File: config.mk
export PLATFORM = sky130hd
export DESIGN_NAME = vga_timing_monitor_flat
export DESIGN_NICKNAME = d
export VERILOG_FILES = /design/src/rtl/vga_timing_monitor_if.sv /design/src/rtl/vga_timing_monitor.sv /design/src/flat_wrapper.sv
export SDC_FILE = /design/constraint.sdc
export NUM_CORES = 1
export LEC_CHECK = 0
export CAP_MARGIN = 40
export CORE_MARGIN = 8
export CORE_UTILIZATION = 55
export DETAILED_ROUTE_END_ITERATION = 16
export PLACE_DENSITY = 0.8
export SLEW_MARGIN = 20
export SYNTH_ARGS = -nofsm -noshare
export SYNTH_HDL_FRONTEND = slang
export SYNTH_SLANG_ARGS = --single-unit
File: constraint.sdc
create_clock -name clk_25MHz -period 3.8 [get_ports clk_25MHz]
set_input_delay 0.38 -clock clk_25MHz [delete_from_list [all_inputs] [get_ports clk_25MHz]]
set_output_delay 0.38 -clock clk_25MHz [all_outputs]
set_load 0.01 [all_outputs]
File: src/rtl/vga_timing_monitor_if.sv
// Sync-pair and status bundle between a VGA timing source and the monitor.
//   hsync_n, vsync_n : active-low syncs from the source, synchronous to the pixel clock
//   line_len         : last measured clocks per line
//   frame_lines      : last measured lines per frame
//   h_locked, locked : horizontal lock / full lock
//   de, x_pos, y_pos : regenerated active-video enable and coordinates
//   timing_error     : one-cycle pulse on mismatch or timeout
interface vga_timing_monitor_if;
  logic        hsync_n;
  logic        vsync_n;
  logic [15:0] line_len;
  logic [15:0] frame_lines;
  logic        h_locked;
  logic        locked;
  logic        de;
  logic [15:0] x_pos;
  logic [15:0] y_pos;
  logic        timing_error;

  modport master (
    output hsync_n, vsync_n,
    input  line_len, frame_lines, h_locked, locked, de, x_pos, y_pos, timing_error
  );

  modport slave (
    input  hsync_n, vsync_n,
    output line_len, frame_lines, h_locked, locked, de, x_pos, y_pos, timing_error
  );
endinterface

File: src/rtl/vga_timing_monitor.sv
// Receive-side VGA timing monitor. Measures line length and frame height from
// an incoming hsync/vsync pair, declares lock after consecutive in-spec lines
// and frames, and regenerates pixel coordinates plus a data-enable.
//   clk_25MHz : pixel clock, rising edge
//   reset     : asynchronous, active-high
//   bus       : slave side of vga_timing_monitor_if (syncs in, status out)
module vga_timing_monitor #(
  parameter int unsigned H_TOTAL     = 800,
  parameter int unsigned H_SYNC      = 96,
  parameter int unsigned H_BP        = 48,
  parameter int unsigned H_ACTIVE    = 640,
  parameter int unsigned V_TOTAL     = 525,
  parameter int unsigned V_SYNC      = 2,
  parameter int unsigned V_BP        = 33,
  parameter int unsigned V_ACTIVE    = 480,
  parameter int unsigned LOCK_LINES  = 4,
  parameter int unsigned LOCK_FRAMES = 2
) (
  input logic                 clk_25MHz,
  input logic                 reset,
  vga_timing_monitor_if.slave bus
);
  localparam logic [15:0] H_TOT  = 16'(H_TOTAL);
  localparam logic [15:0] H_MAX  = 16'(2 * H_TOTAL);
  localparam logic [15:0] V_TOT  = 16'(V_TOTAL);
  localparam logic [15:0] V_MAX  = 16'(2 * V_TOTAL);
  localparam logic [15:0] HA_BEG = 16'(H_SYNC + H_BP);
  localparam logic [15:0] HA_END = 16'(H_SYNC + H_BP + H_ACTIVE);
  localparam logic [15:0] VA_BEG = 16'(V_SYNC + V_BP);
  localparam logic [15:0] VA_END = 16'(V_SYNC + V_BP + V_ACTIVE);
  localparam logic [15:0] H_LOCK = 16'(LOCK_LINES);
  localparam logic [15:0] V_LOCK = 16'(LOCK_FRAMES);

  logic        hs_prev_q, hs_prev_d;
  logic        vs_prev_q, vs_prev_d;
  logic [15:0] h_cnt_q, h_cnt_d;
  logic [15:0] v_cnt_q, v_cnt_d;
  logic        h_seen_q, h_seen_d;
  logic        v_seen_q, v_seen_d;
  logic [15:0] h_match_q, h_match_d;
  logic [15:0] v_match_q, v_match_d;
  logic        h_locked_q, h_locked_d;
  logic        v_locked_q, v_locked_d;
  logic [15:0] line_len_q, line_len_d;
  logic [15:0] frame_lines_q, frame_lines_d;
  logic        err_q, err_d;

  logic        hs_fall, vs_fall;
  logic [15:0] line_m, frame_n;
  logic        h_meas, h_good, h_bad;
  logic        v_meas, v_good, v_bad;
  logic        h_to, v_to;
  logic        h_clr, v_clr;
  logic        h_act, v_act, de_w;

  always_ff @(posedge clk_25MHz or posedge reset) begin
    if (reset) begin
      hs_prev_q     <= 1'b1;
      vs_prev_q     <= 1'b1;
      h_cnt_q       <= '0;
      v_cnt_q       <= '0;
      h_seen_q      <= 1'b0;
      v_seen_q      <= 1'b0;
      h_match_q     <= '0;
      v_match_q     <= '0;
      h_locked_q    <= 1'b0;
      v_locked_q    <= 1'b0;
      line_len_q    <= '0;
      frame_lines_q <= '0;
      err_q         <= 1'b0;
    end else begin
      hs_prev_q     <= hs_prev_d;
      vs_prev_q     <= vs_prev_d;
      h_cnt_q       <= h_cnt_d;
      v_cnt_q       <= v_cnt_d;
      h_seen_q      <= h_seen_d;
      v_seen_q      <= v_seen_d;
      h_match_q     <= h_match_d;
      v_match_q     <= v_match_d;
      h_locked_q    <= h_locked_d;
      v_locked_q    <= v_locked_d;
      line_len_q    <= line_len_d;
      frame_lines_q <= frame_lines_d;
      err_q         <= err_d;
    end
  end

  always_comb begin
    hs_prev_d = bus.hsync_n;
    vs_prev_d = bus.vsync_n;
    hs_fall   = hs_prev_q & ~bus.hsync_n;
    vs_fall   = vs_prev_q & ~bus.vsync_n;

    line_m  = h_cnt_q + 16'd1;
    frame_n = v_cnt_q + 16'd1;

    h_meas = hs_fall & h_seen_q;
    h_good = h_meas & (line_m == H_TOT);
    h_bad  = h_meas & (line_m != H_TOT);
    v_meas = vs_fall & v_seen_q;
    v_good = v_meas & (frame_n == V_TOT) & h_locked_q;
    v_bad  = v_meas & ~v_good;

    // Timeouts fire only on the transition into saturation, so a stuck sync
    // produces exactly one error until the counter is reloaded.
    h_to = ~hs_fall & (h_cnt_q == H_MAX - 16'd1);
    v_to = ~vs_fall & hs_fall & (v_cnt_q == V_MAX - 16'd1);

    // A horizontal fault invalidates vertical lock as well.
    h_clr = h_bad | h_to;
    v_clr = h_clr | v_bad | v_to;

    if (hs_fall) begin
      h_cnt_d = '0;
    end else if (h_cnt_q < H_MAX) begin
      h_cnt_d = h_cnt_q + 16'd1;
    end else begin
      h_cnt_d = h_cnt_q;
    end

    // vs_fall wins over a coincident hs_fall so the frame starts at line 0.
    if (vs_fall) begin
      v_cnt_d = '0;
    end else if (hs_fall && (v_cnt_q < V_MAX)) begin
      v_cnt_d = v_cnt_q + 16'd1;
    end else begin
      v_cnt_d = v_cnt_q;
    end

    h_seen_d = (h_seen_q | hs_fall) & ~h_to;
    v_seen_d = (v_seen_q | vs_fall) & ~(h_to | v_to);

    line_len_d    = h_meas ? line_m : line_len_q;
    frame_lines_d = v_meas ? frame_n : frame_lines_q;

    h_match_d  = h_match_q;
    h_locked_d = h_locked_q;
    if (h_good && (h_match_q < H_LOCK)) begin
      h_match_d = h_match_q + 16'd1;
    end
    if (h_good && (h_match_d == H_LOCK)) begin
      h_locked_d = 1'b1;
    end
    if (h_clr) begin
      h_match_d  = '0;
      h_locked_d = 1'b0;
    end

    v_match_d  = v_match_q;
    v_locked_d = v_locked_q;
    if (v_good && (v_match_q < V_LOCK)) begin
      v_match_d = v_match_q + 16'd1;
    end
    if (v_good && (v_match_d == V_LOCK)) begin
      v_locked_d = 1'b1;
    end
    if (v_clr) begin
      v_match_d  = '0;
      v_locked_d = 1'b0;
    end

    err_d = h_bad | v_bad | h_to | v_to;
  end

  always_comb begin
    h_act = (h_cnt_q >= HA_BEG) && (h_cnt_q < HA_END);
    v_act = (v_cnt_q >= VA_BEG) && (v_cnt_q < VA_END);
    de_w  = h_locked_q & v_locked_q & h_act & v_act;
  end

  assign bus.line_len     = line_len_q;
  assign bus.frame_lines  = frame_lines_q;
  assign bus.h_locked     = h_locked_q;
  assign bus.locked       = h_locked_q & v_locked_q;
  assign bus.de           = de_w;
  assign bus.x_pos        = de_w ? (h_cnt_q - HA_BEG) : '0;
  assign bus.y_pos        = de_w ? (v_cnt_q - VA_BEG) : '0;
  assign bus.timing_error = err_q;
endmodule

File: src/flat_wrapper.sv
// flat-port wrapper written by rule: the top's interface ports become plain ports
module vga_timing_monitor_flat 
#(
  parameter int unsigned H_TOTAL     = 800,
  parameter int unsigned H_SYNC      = 96,
  parameter int unsigned H_BP        = 48,
  parameter int unsigned H_ACTIVE    = 640,
  parameter int unsigned V_TOTAL     = 525,
  parameter int unsigned V_SYNC      = 2,
  parameter int unsigned V_BP        = 33,
  parameter int unsigned V_ACTIVE    = 480,
  parameter int unsigned LOCK_LINES  = 4,
  parameter int unsigned LOCK_FRAMES = 2
)
  (clk_25MHz, reset, bus_hsync_n, bus_vsync_n, bus_line_len, bus_frame_lines, bus_h_locked, bus_locked, bus_de, bus_x_pos, bus_y_pos, bus_timing_error);
  vga_timing_monitor_if bus_i ();
  input logic clk_25MHz;
  input logic reset;
  input wire logic [$bits(bus_i.hsync_n)-1:0] bus_hsync_n;
  input wire logic [$bits(bus_i.vsync_n)-1:0] bus_vsync_n;
  output wire logic [$bits(bus_i.line_len)-1:0] bus_line_len;
  output wire logic [$bits(bus_i.frame_lines)-1:0] bus_frame_lines;
  output wire logic [$bits(bus_i.h_locked)-1:0] bus_h_locked;
  output wire logic [$bits(bus_i.locked)-1:0] bus_locked;
  output wire logic [$bits(bus_i.de)-1:0] bus_de;
  output wire logic [$bits(bus_i.x_pos)-1:0] bus_x_pos;
  output wire logic [$bits(bus_i.y_pos)-1:0] bus_y_pos;
  output wire logic [$bits(bus_i.timing_error)-1:0] bus_timing_error;
  assign bus_i.hsync_n = bus_hsync_n;
  assign bus_i.vsync_n = bus_vsync_n;
  assign bus_line_len = bus_i.line_len;
  assign bus_frame_lines = bus_i.frame_lines;
  assign bus_h_locked = bus_i.h_locked;
  assign bus_locked = bus_i.locked;
  assign bus_de = bus_i.de;
  assign bus_x_pos = bus_i.x_pos;
  assign bus_y_pos = bus_i.y_pos;
  assign bus_timing_error = bus_i.timing_error;
  vga_timing_monitor #(.H_TOTAL(H_TOTAL), .H_SYNC(H_SYNC), .H_BP(H_BP), .H_ACTIVE(H_ACTIVE), .V_TOTAL(V_TOTAL), .V_SYNC(V_SYNC), .V_BP(V_BP), .V_ACTIVE(V_ACTIVE), .LOCK_LINES(LOCK_LINES), .LOCK_FRAMES(LOCK_FRAMES)) u_core (.clk_25MHz(clk_25MHz), .reset(reset), .bus(bus_i));
endmodule
==> key figures, run 1 <==
Timing
  – Maximum clock rate: roughly 0.27 GHz
  – Clock Skew: 0.0168 ns
  – Final Cycle Share: between 90 and 100%
  – Setup violators final: 0
  – Max Transition Viols Final: 0
  – Fin Hold WS: between 0.4 and 0.5 ns
  – Actual slew at the worst max-slew pin: approximately 0.75 ns
  – Final count of hold timing violations: 0
  – Fin crit period: around 3.7 ns
  – Max_slew headroom: 49.6%

Yosys
  – Yosys warning total: 0
  – Share of synthesized registers carrying an async set or reset: 100%
  – Post-synth EDFFs: 0
  – Cells after Synth: 595
  – Post-synthesis register bit count: about 100
  – Portion of the post-synthesis area used by sequential elements: between 40 and 50%
  – Post-synthesis cell area: around 5500 um^2
  – Count of cell types in the netlist: between 50 and 60
  – Post-synthesis average cell area: between 9 and 10 um^2
  – Most used flip-flop cell after synthesis: sky130_fd_sc_hd__dfrtp_1

Floorplanning
  – I/O pin cnt: between 70 and 80
  – Die height: ~120 um
  – Placeable core region: a little under 10000 um^2
  – Number of rows created at floorplan: 36
  – Die Footprint: roughly 13000 um^2
  – Initial Utilization: 56.3%
  – Width of the chip: ~120 um

Setup path
  – Cell-by-cell listing of the critical path: or2_1, or4_1, or4_4, a211o_4, buf_4, nor2_1, clkdlybuf4s50_1
  – Worst path arrival time: ~3.3 ns
  – Sort of element at the end of the critical path: primary output
  – Kind of critical path: reg -> out
  – Type of origin of the critical path: flip-flop
  – Max FO, Critical Path: 11
  – Critical-path top delay cell: sky130_fd_sc_hd__or4_4
  – Required time of the critical path: ~3.4 ns
  – Largest stage delay on the critical path: 0.57 ns
  – Worst setup slack for register-to-register paths: 0.50 ns
  – Startpoint of the lowest-slack register-to-register path: u_core.h_cnt_q[0]
  – Worst Reg2Reg Path Length in Cells: 8
  – Capture point of the worst reg-to-reg path: u_core.h_match_q[11]
  – Crit path buf inv count: 2
  – Crit path max-delay family: simple AND/OR/NAND/NOR gates

Layout
  – Top library cells by usage in the layout, fill and taps aside: 99 x sky130_fd_sc_hd__dfrtp_1, 81 x sky130_fd_sc_hd__nor2_1, 66 x sky130_fd_sc_hd__clkdlybuf4s50_1
  – Total non-filler cell area in the finished layout: ~6500 um^2
  – Final core occ: 66.6%
  – Commonest non-fill, non-tap cell in the layout: sky130_fd_sc_hd__dfrtp_1
  – Post-layout instance count excluding filler cells: 785
  – Antenna Cells: 0
  – Fraction of final layout cells with drive strength greater than 1: ~8.6%
  – Synthesis-to-layout area growth: 18.3%
  – # nets final: approximately 660

GRT
  – Total overflow reported by the global router: 0
  – Pin count of the biggest net entering global routing: 55
  – Wire length of the first global-routing pass: approximately 20 mm
  – Vias in the first global route: about 4200
  – Global-route total usage across every layer: between 10% and 20%
  – Initial antenna violation count: 0

Clock network
  – Clock sink count: 103
  – TritonCTS buffer count: 9
  – Master cell of the clock root buffer: sky130_fd_sc_hd__clkbuf_8
  – Maximum number of buffers from clock root to sink: 2
  – Level count of the clock H-tree: 3
  – Later-pin clock latency in the skew report: about 0.38 ns
  – Clock tree from TritonCTS: built
  – Clock slew seen by the registers of the worst setup and hold paths: 0.10 ns
  – Number of hold buffers added after CTS: 0

Place
  – Area after detailed placement: ~6200 um^2
  – Half-perimeter wire length of the detailed placement result: 8.88 mm
  – Placed insts: roughly 770
  – GPL Wtd Cong: about 0.93
  – Port Buf Inserts: 68

Power and ir drop
  – Max IR drop VDD: between 0.2 and 0.3 mV
  – Leakage dissipation: 2.86 nW
  – Total power: about 2.2 mW
  – Power Density: approximately 350 nW/um^2

Worst hold path
  – Hold endpoint: u_core.vs_prev_q
  – Min-Delay Path Class: in -> reg
  – Hold path cells: 1
  – Origin of the worst min-delay path: bus_vsync_n

Detailed routing
  – DRT antenna net count: 0
  – Detailed Route WL: ~13 mm
  – Per-cell routed wire length: between 15 and 20 um
  – DRC: 0
  – DR vias: about 4400
  – Detailed router's first-iteration violation count: 340
  – DR vias/cell: 5.62
  – Number of search-and-repair iterations in the first detailed-routing pass: 5

Flow run
  – Max-cap violation count: 0

Run status
  – Run status: finished clean
[metal layers]
layer	GRT usage, %	vias up	routed length, um
met4	9.28	0	380
met5	0	-	0
met2	30.7	171	5880
met1	24.8	2105	5530
li1	-	2099	-
met3	3.60	34	869
[stage by stage]
step	TNS, ns	setup slack, ns
after floorplan	0	0.719
after global routing	-0.0147	-0.00880
after CTS	0	0.0124
final	0	0.103
after global placement	0	0.329
after detailed placement	0	0.255
[cell usage after synthesis, drive strengths merged (10+ instances only)]
cell    count  area (um^2)
dfrtp     101         2530
nor2       81          304
nand2      53          199
o21ai      37          185
xnor2      36          315
and2       34          213
clkbuf     27          103
nor3       25          136
nor4       21          146
xor2       21          184
inv        20         75.1
buf        19          123
nand3      19          100
a21oi      15         75.1
ha         10          125
nand4      10         75.1
nor2b      10         62.6
[area by class of cell]
class / count / area [um^2]
clock buffer: 12 / 155
clock inverter: 4 / 53.8
fill: 773 / 3230
inverter: 20 / 77.6
multi-input combinational: 429 / 2610
sequential: 103 / 2580
tap: 133 / 166
timing repair buffer: 84 / 806
[worst max-delay path by stage]
stage | start | to | slack [ns] | cells after the start
2_1_floorplan | reset | u_core.bus.frame_lines[0] | 0.72 | 1
3_3_place_gp | u_core.h_cnt_q[13] | bus_y_pos[8] | 0.33 | 7
3_5_place_dp | u_core.h_cnt_q[13] | bus_x_pos[14] | 0.25 | 7
4_1_cts | u_core.h_cnt_q[13] | bus_x_pos[14] | 0.01 | 7
5_1_grt | u_core.h_cnt_q[13] | bus_x_pos[15] | -0.009 | 7
6_report | u_core.h_cnt_q[13] | bus_x_pos[15] | 0.10 | 7
[sequential cells by signal (all words and copies together) (netlist names)]
register                 cells
u_core.h_seen_q              1
u_core.v_locked_q            1
u_core.bus.frame_lines      16
u_core.vs_prev_q             1
u_core.v_cnt_q              16
u_core.bus.h_locked          1
u_core.bus.timing_error      1
u_core.v_seen_q              1
u_core.hs_prev_q             1
u_core.h_cnt_q              16
u_core.bus.line_len         16
u_core.h_match_q            16
u_core.v_match_q            16
[report_power, final]
group | switching (mW) | leakage [nW] | internal (mW)
Sequential | 0.0589 | 1.40 | 1.15
Clock | 0.384 | 0.0988 | 0.342
Combinational | 0.162 | 1.36 | 0.132
[cell families after synthesis]
logic type,Yosys count,synth area share (%)
buffers and inverters,66,5.51
DFF,103,47.3
adders and majority gates,10,2.30
other,1,0.0688
muxes,6,1.19
and+or+nand+nor,279,26.1
xor gates and xnor gates,57,9.16
AOI/OAI and AO/OA,73,8.35
[repair_timing]
item / in CTS / in global routing
buffers inserted: 0 / 1
setup endpoints to repair: 16 / 14
gates cloned: 0 / 1
resized for setup: 2 / 7
No activity file was read; power rests on OpenSTA's default activity.
==> inputs of run 2 (changes only) <==
- CORE_UTILIZATION: 55 -> 50
- PLACE_DENSITY: 0.8 -> 0.76
- clock period: 3.8 -> 3.3 ns (I/O delays scaled with it)
==> key figures, run 2 (synthesis gave the netlist of run 1 again) <==
Timing
  – Final count of hold timing violations: 0
  – Clock Skew: between 0.01 and 0.015 ns
  – Actual slew at the worst max-slew pin: 0.721 ns
  – Fin crit period: approximately 3.2 ns
  – Setup repair after global routing missed its margin: true
  – Max Transition Viols Final: 0
  – Fin Hold WS: 0.298 ns
  – Maximum clock rate: ~0.31 GHz
  – Setup violators final: 0
  – Max_slew headroom: around half
  – Final Cycle Share: 96.6%
  – Worst setup slack after layout: about 0.11 ns

Setup path
  – Type of origin of the critical path: flip-flop
  – Max FO, Critical Path: 5
  – Kind of critical path: reg -> out
  – Worst Reg2Reg Path Length in Cells: 8
  – Required time of the critical path: approximately 3.0 ns
  – Sort of element at the end of the critical path: primary output
  – Worst setup slack for register-to-register paths: about 0.31 ns
  – Worst path arrival time: between 2 and 3 ns

Floorplanning
  – I/O pin cnt: roughly 70
  – Initial Utilization: 50.7%
  – Die Footprint: 14500 um^2
  – Width of the chip: about 120 um
  – Placeable core region: between 10000 and 15000 um^2
  – Number of rows created at floorplan: 38
  – Die height: between 100 and 150 um

Clock network
  – Clock slew seen by the registers of the worst setup and hold paths: around 0.1 ns
  – Clock sink count: 103
  – TritonCTS buffer count: 9
  – Later-pin clock latency in the skew report: between 0.3 and 0.4 ns
  – Maximum number of buffers from clock root to sink: 2
  – Level count of the clock H-tree: 3
  – Master cell of the clock root buffer: sky130_fd_sc_hd__clkbuf_8
  – Clock tree from TritonCTS: built
  – Number of hold buffers added after CTS: 0

Detailed routing
  – DR vias/cell: around 5.4
  – Per-cell routed wire length: about 15 um
  – DR vias: 4398
  – Number of search-and-repair iterations in the first detailed-routing pass: 5
  – DRT antenna net count: 0
  – DRC: 0
  – Detailed router's first-iteration violation count: around 270
  – Detailed Route WL: 12.6 mm

Power and ir drop
  – Leakage dissipation: about 3 nW
  – Part of the total power dissipated in combinational logic: between 10 and 15%
  – Fraction of power spent switching nets: a little over a quarter
  – Max IR drop VDD: ~0.24 mV
  – Power share of the clock group: 32.1%
  – Sequential fraction of design power: ~54%
  – Total power: 2.57 mW
  – Switching component of the power: between 0.7 and 0.8 mW
  – Internal portion of total power: around 1.9 mW
  – Power Density: around 390 nW/um^2

Place
  – Half-perimeter wire length of the detailed placement result: 9.43 mm
  – Pre-CTS setup slack: between 0.05 and 0.06 ns
  – GPL Wtd Cong: 0.905
  – Port Buf Inserts: just under 70

Layout
  – Antenna Cells: 0
  – Total of fill cells in the finished design: approximately 930
  – Footprint of the flip-flops and latches: roughly 2600 um^2
  – Multi-input gate area: approximately 2600 um^2
  – # nets final: 682
  – Commonest non-fill, non-tap cell in the layout: sky130_fd_sc_hd__dfrtp_1
  – Synthesis-to-layout area growth: 20.4%
  – Fraction of final layout cells with drive strength greater than 1: 13.2%
  – Top library cells by usage in the layout, fill and taps aside: 100 x sky130_fd_sc_hd__dfrtp_1, 81 x sky130_fd_sc_hd__nor2_1, 53 x sky130_fd_sc_hd__nand2_1

GRT
  – Initial antenna violation count: 0
  – Pin count of the biggest net entering global routing: 38
  – Wire length of the first global-routing pass: 21.5 mm
  – Total overflow reported by the global router: 0
  – Vias in the first global route: about 4400
  – Global-route total usage across every layer: 18.1%

Worst hold path
  – Min-Delay Path Class: in -> async

Flow run
  – Max-cap violation count: 0

Run status
  – Run status: finished clean
-- run 2: cell types whose count changed in the layout (fill, tap and decap cells not counted), moves of 2 or more --
cell and delta:
sky130_fd_sc_hd__clkbuf_2 +12, sky130_fd_sc_hd__buf_12 +2, sky130_fd_sc_hd__clkdlybuf4s50_1 -28, sky130_fd_sc_hd__clkdlybuf4s15_1 +10, sky130_fd_sc_hd__dlymetal6s2s_1 -2, sky130_fd_sc_hd__dlygate4sd2_1 +8, sky130_fd_sc_hd__inv_6 +2, sky130_fd_sc_hd__nor3_1 -2
sky130_fd_sc_hd__nor3_2 +2, sky130_fd_sc_hd__buf_4 +20
-- run 2: power groups by stage --
stage	Sequential (mW)	Combinational, mW	Clock (mW)
3_5_place_dp	1.41	0.365	0
2_1_floorplan	1.39	0.235	0
6_report	1.38	0.361	0.822
3_3_place_gp	1.40	0.356	0
4_1_cts	1.38	0.367	0.850
5_1_grt	1.39	0.402	0.894
-- run 2: worst paths after layout --
kind | start | end
worst max register to register | u_core.v_cnt_q[1] | u_core.v_match_q[14]
worst min-delay path | reset | u_core.h_match_q[13]
worst max-delay path | u_core.h_cnt_q[13] | bus_x_pos[7]
worst min register to register | u_core.bus.frame_lines[0] | u_core.bus.frame_lines[0]
min in group clk_25MHz | bus_vsync_n | u_core.vs_prev_q
max in group asynchronous | reset | u_core.vs_prev_q
-- run 2: layout make-up --
cell class                 count  share of cell area (%)
multi-input combinational    428                    39.7
sequential                   103                    39.3
timing repair buffer         106                    14.0
tap                          140                    2.67
clock buffer                  11                    2.15
inverter                      20                    1.18
clock inverter                 5                   0.972
-- run 2: metrics by stage --
step	std cells	instance area, um^2	utilization [%]	TNS (ns)
3_5_place_dp	797	6400	59.6	0
6_report	813	6560	61.1	0
3_3_place_gp	796	6380	59.4	0
2_1_floorplan	597	5460	-	0
4_1_cts	813	6590	61.3	0
5_1_grt	813	6560	61.1	-0.0178
-- run 2: metal layers --
layer	global-route usage, %	wire [um]
met5	0	0
met4	6.87	235
met3	3.68	758
met2	27.8	5670
met1	24.6	5900
-- run 2: timing repair --
action / in CTS / in global routing
resized for setup: 35 / 35
setup buffers: 0 / 0
setup endpoints to repair: 30 / 30
gates cloned: 0 / 0
-- run 2: critical path: stages (launching register included) --
cell and delay (ns):
sky130_fd_sc_hd__dfrtp_1 0.38, sky130_fd_sc_hd__or2_1 0.25, sky130_fd_sc_hd__or4_4 0.44, sky130_fd_sc_hd__or4_1 0.54, sky130_fd_sc_hd__a211o_4 0.32, sky130_fd_sc_hd__nor3_2 0.25
sky130_fd_sc_hd__dlygate4sd2_1 0.31
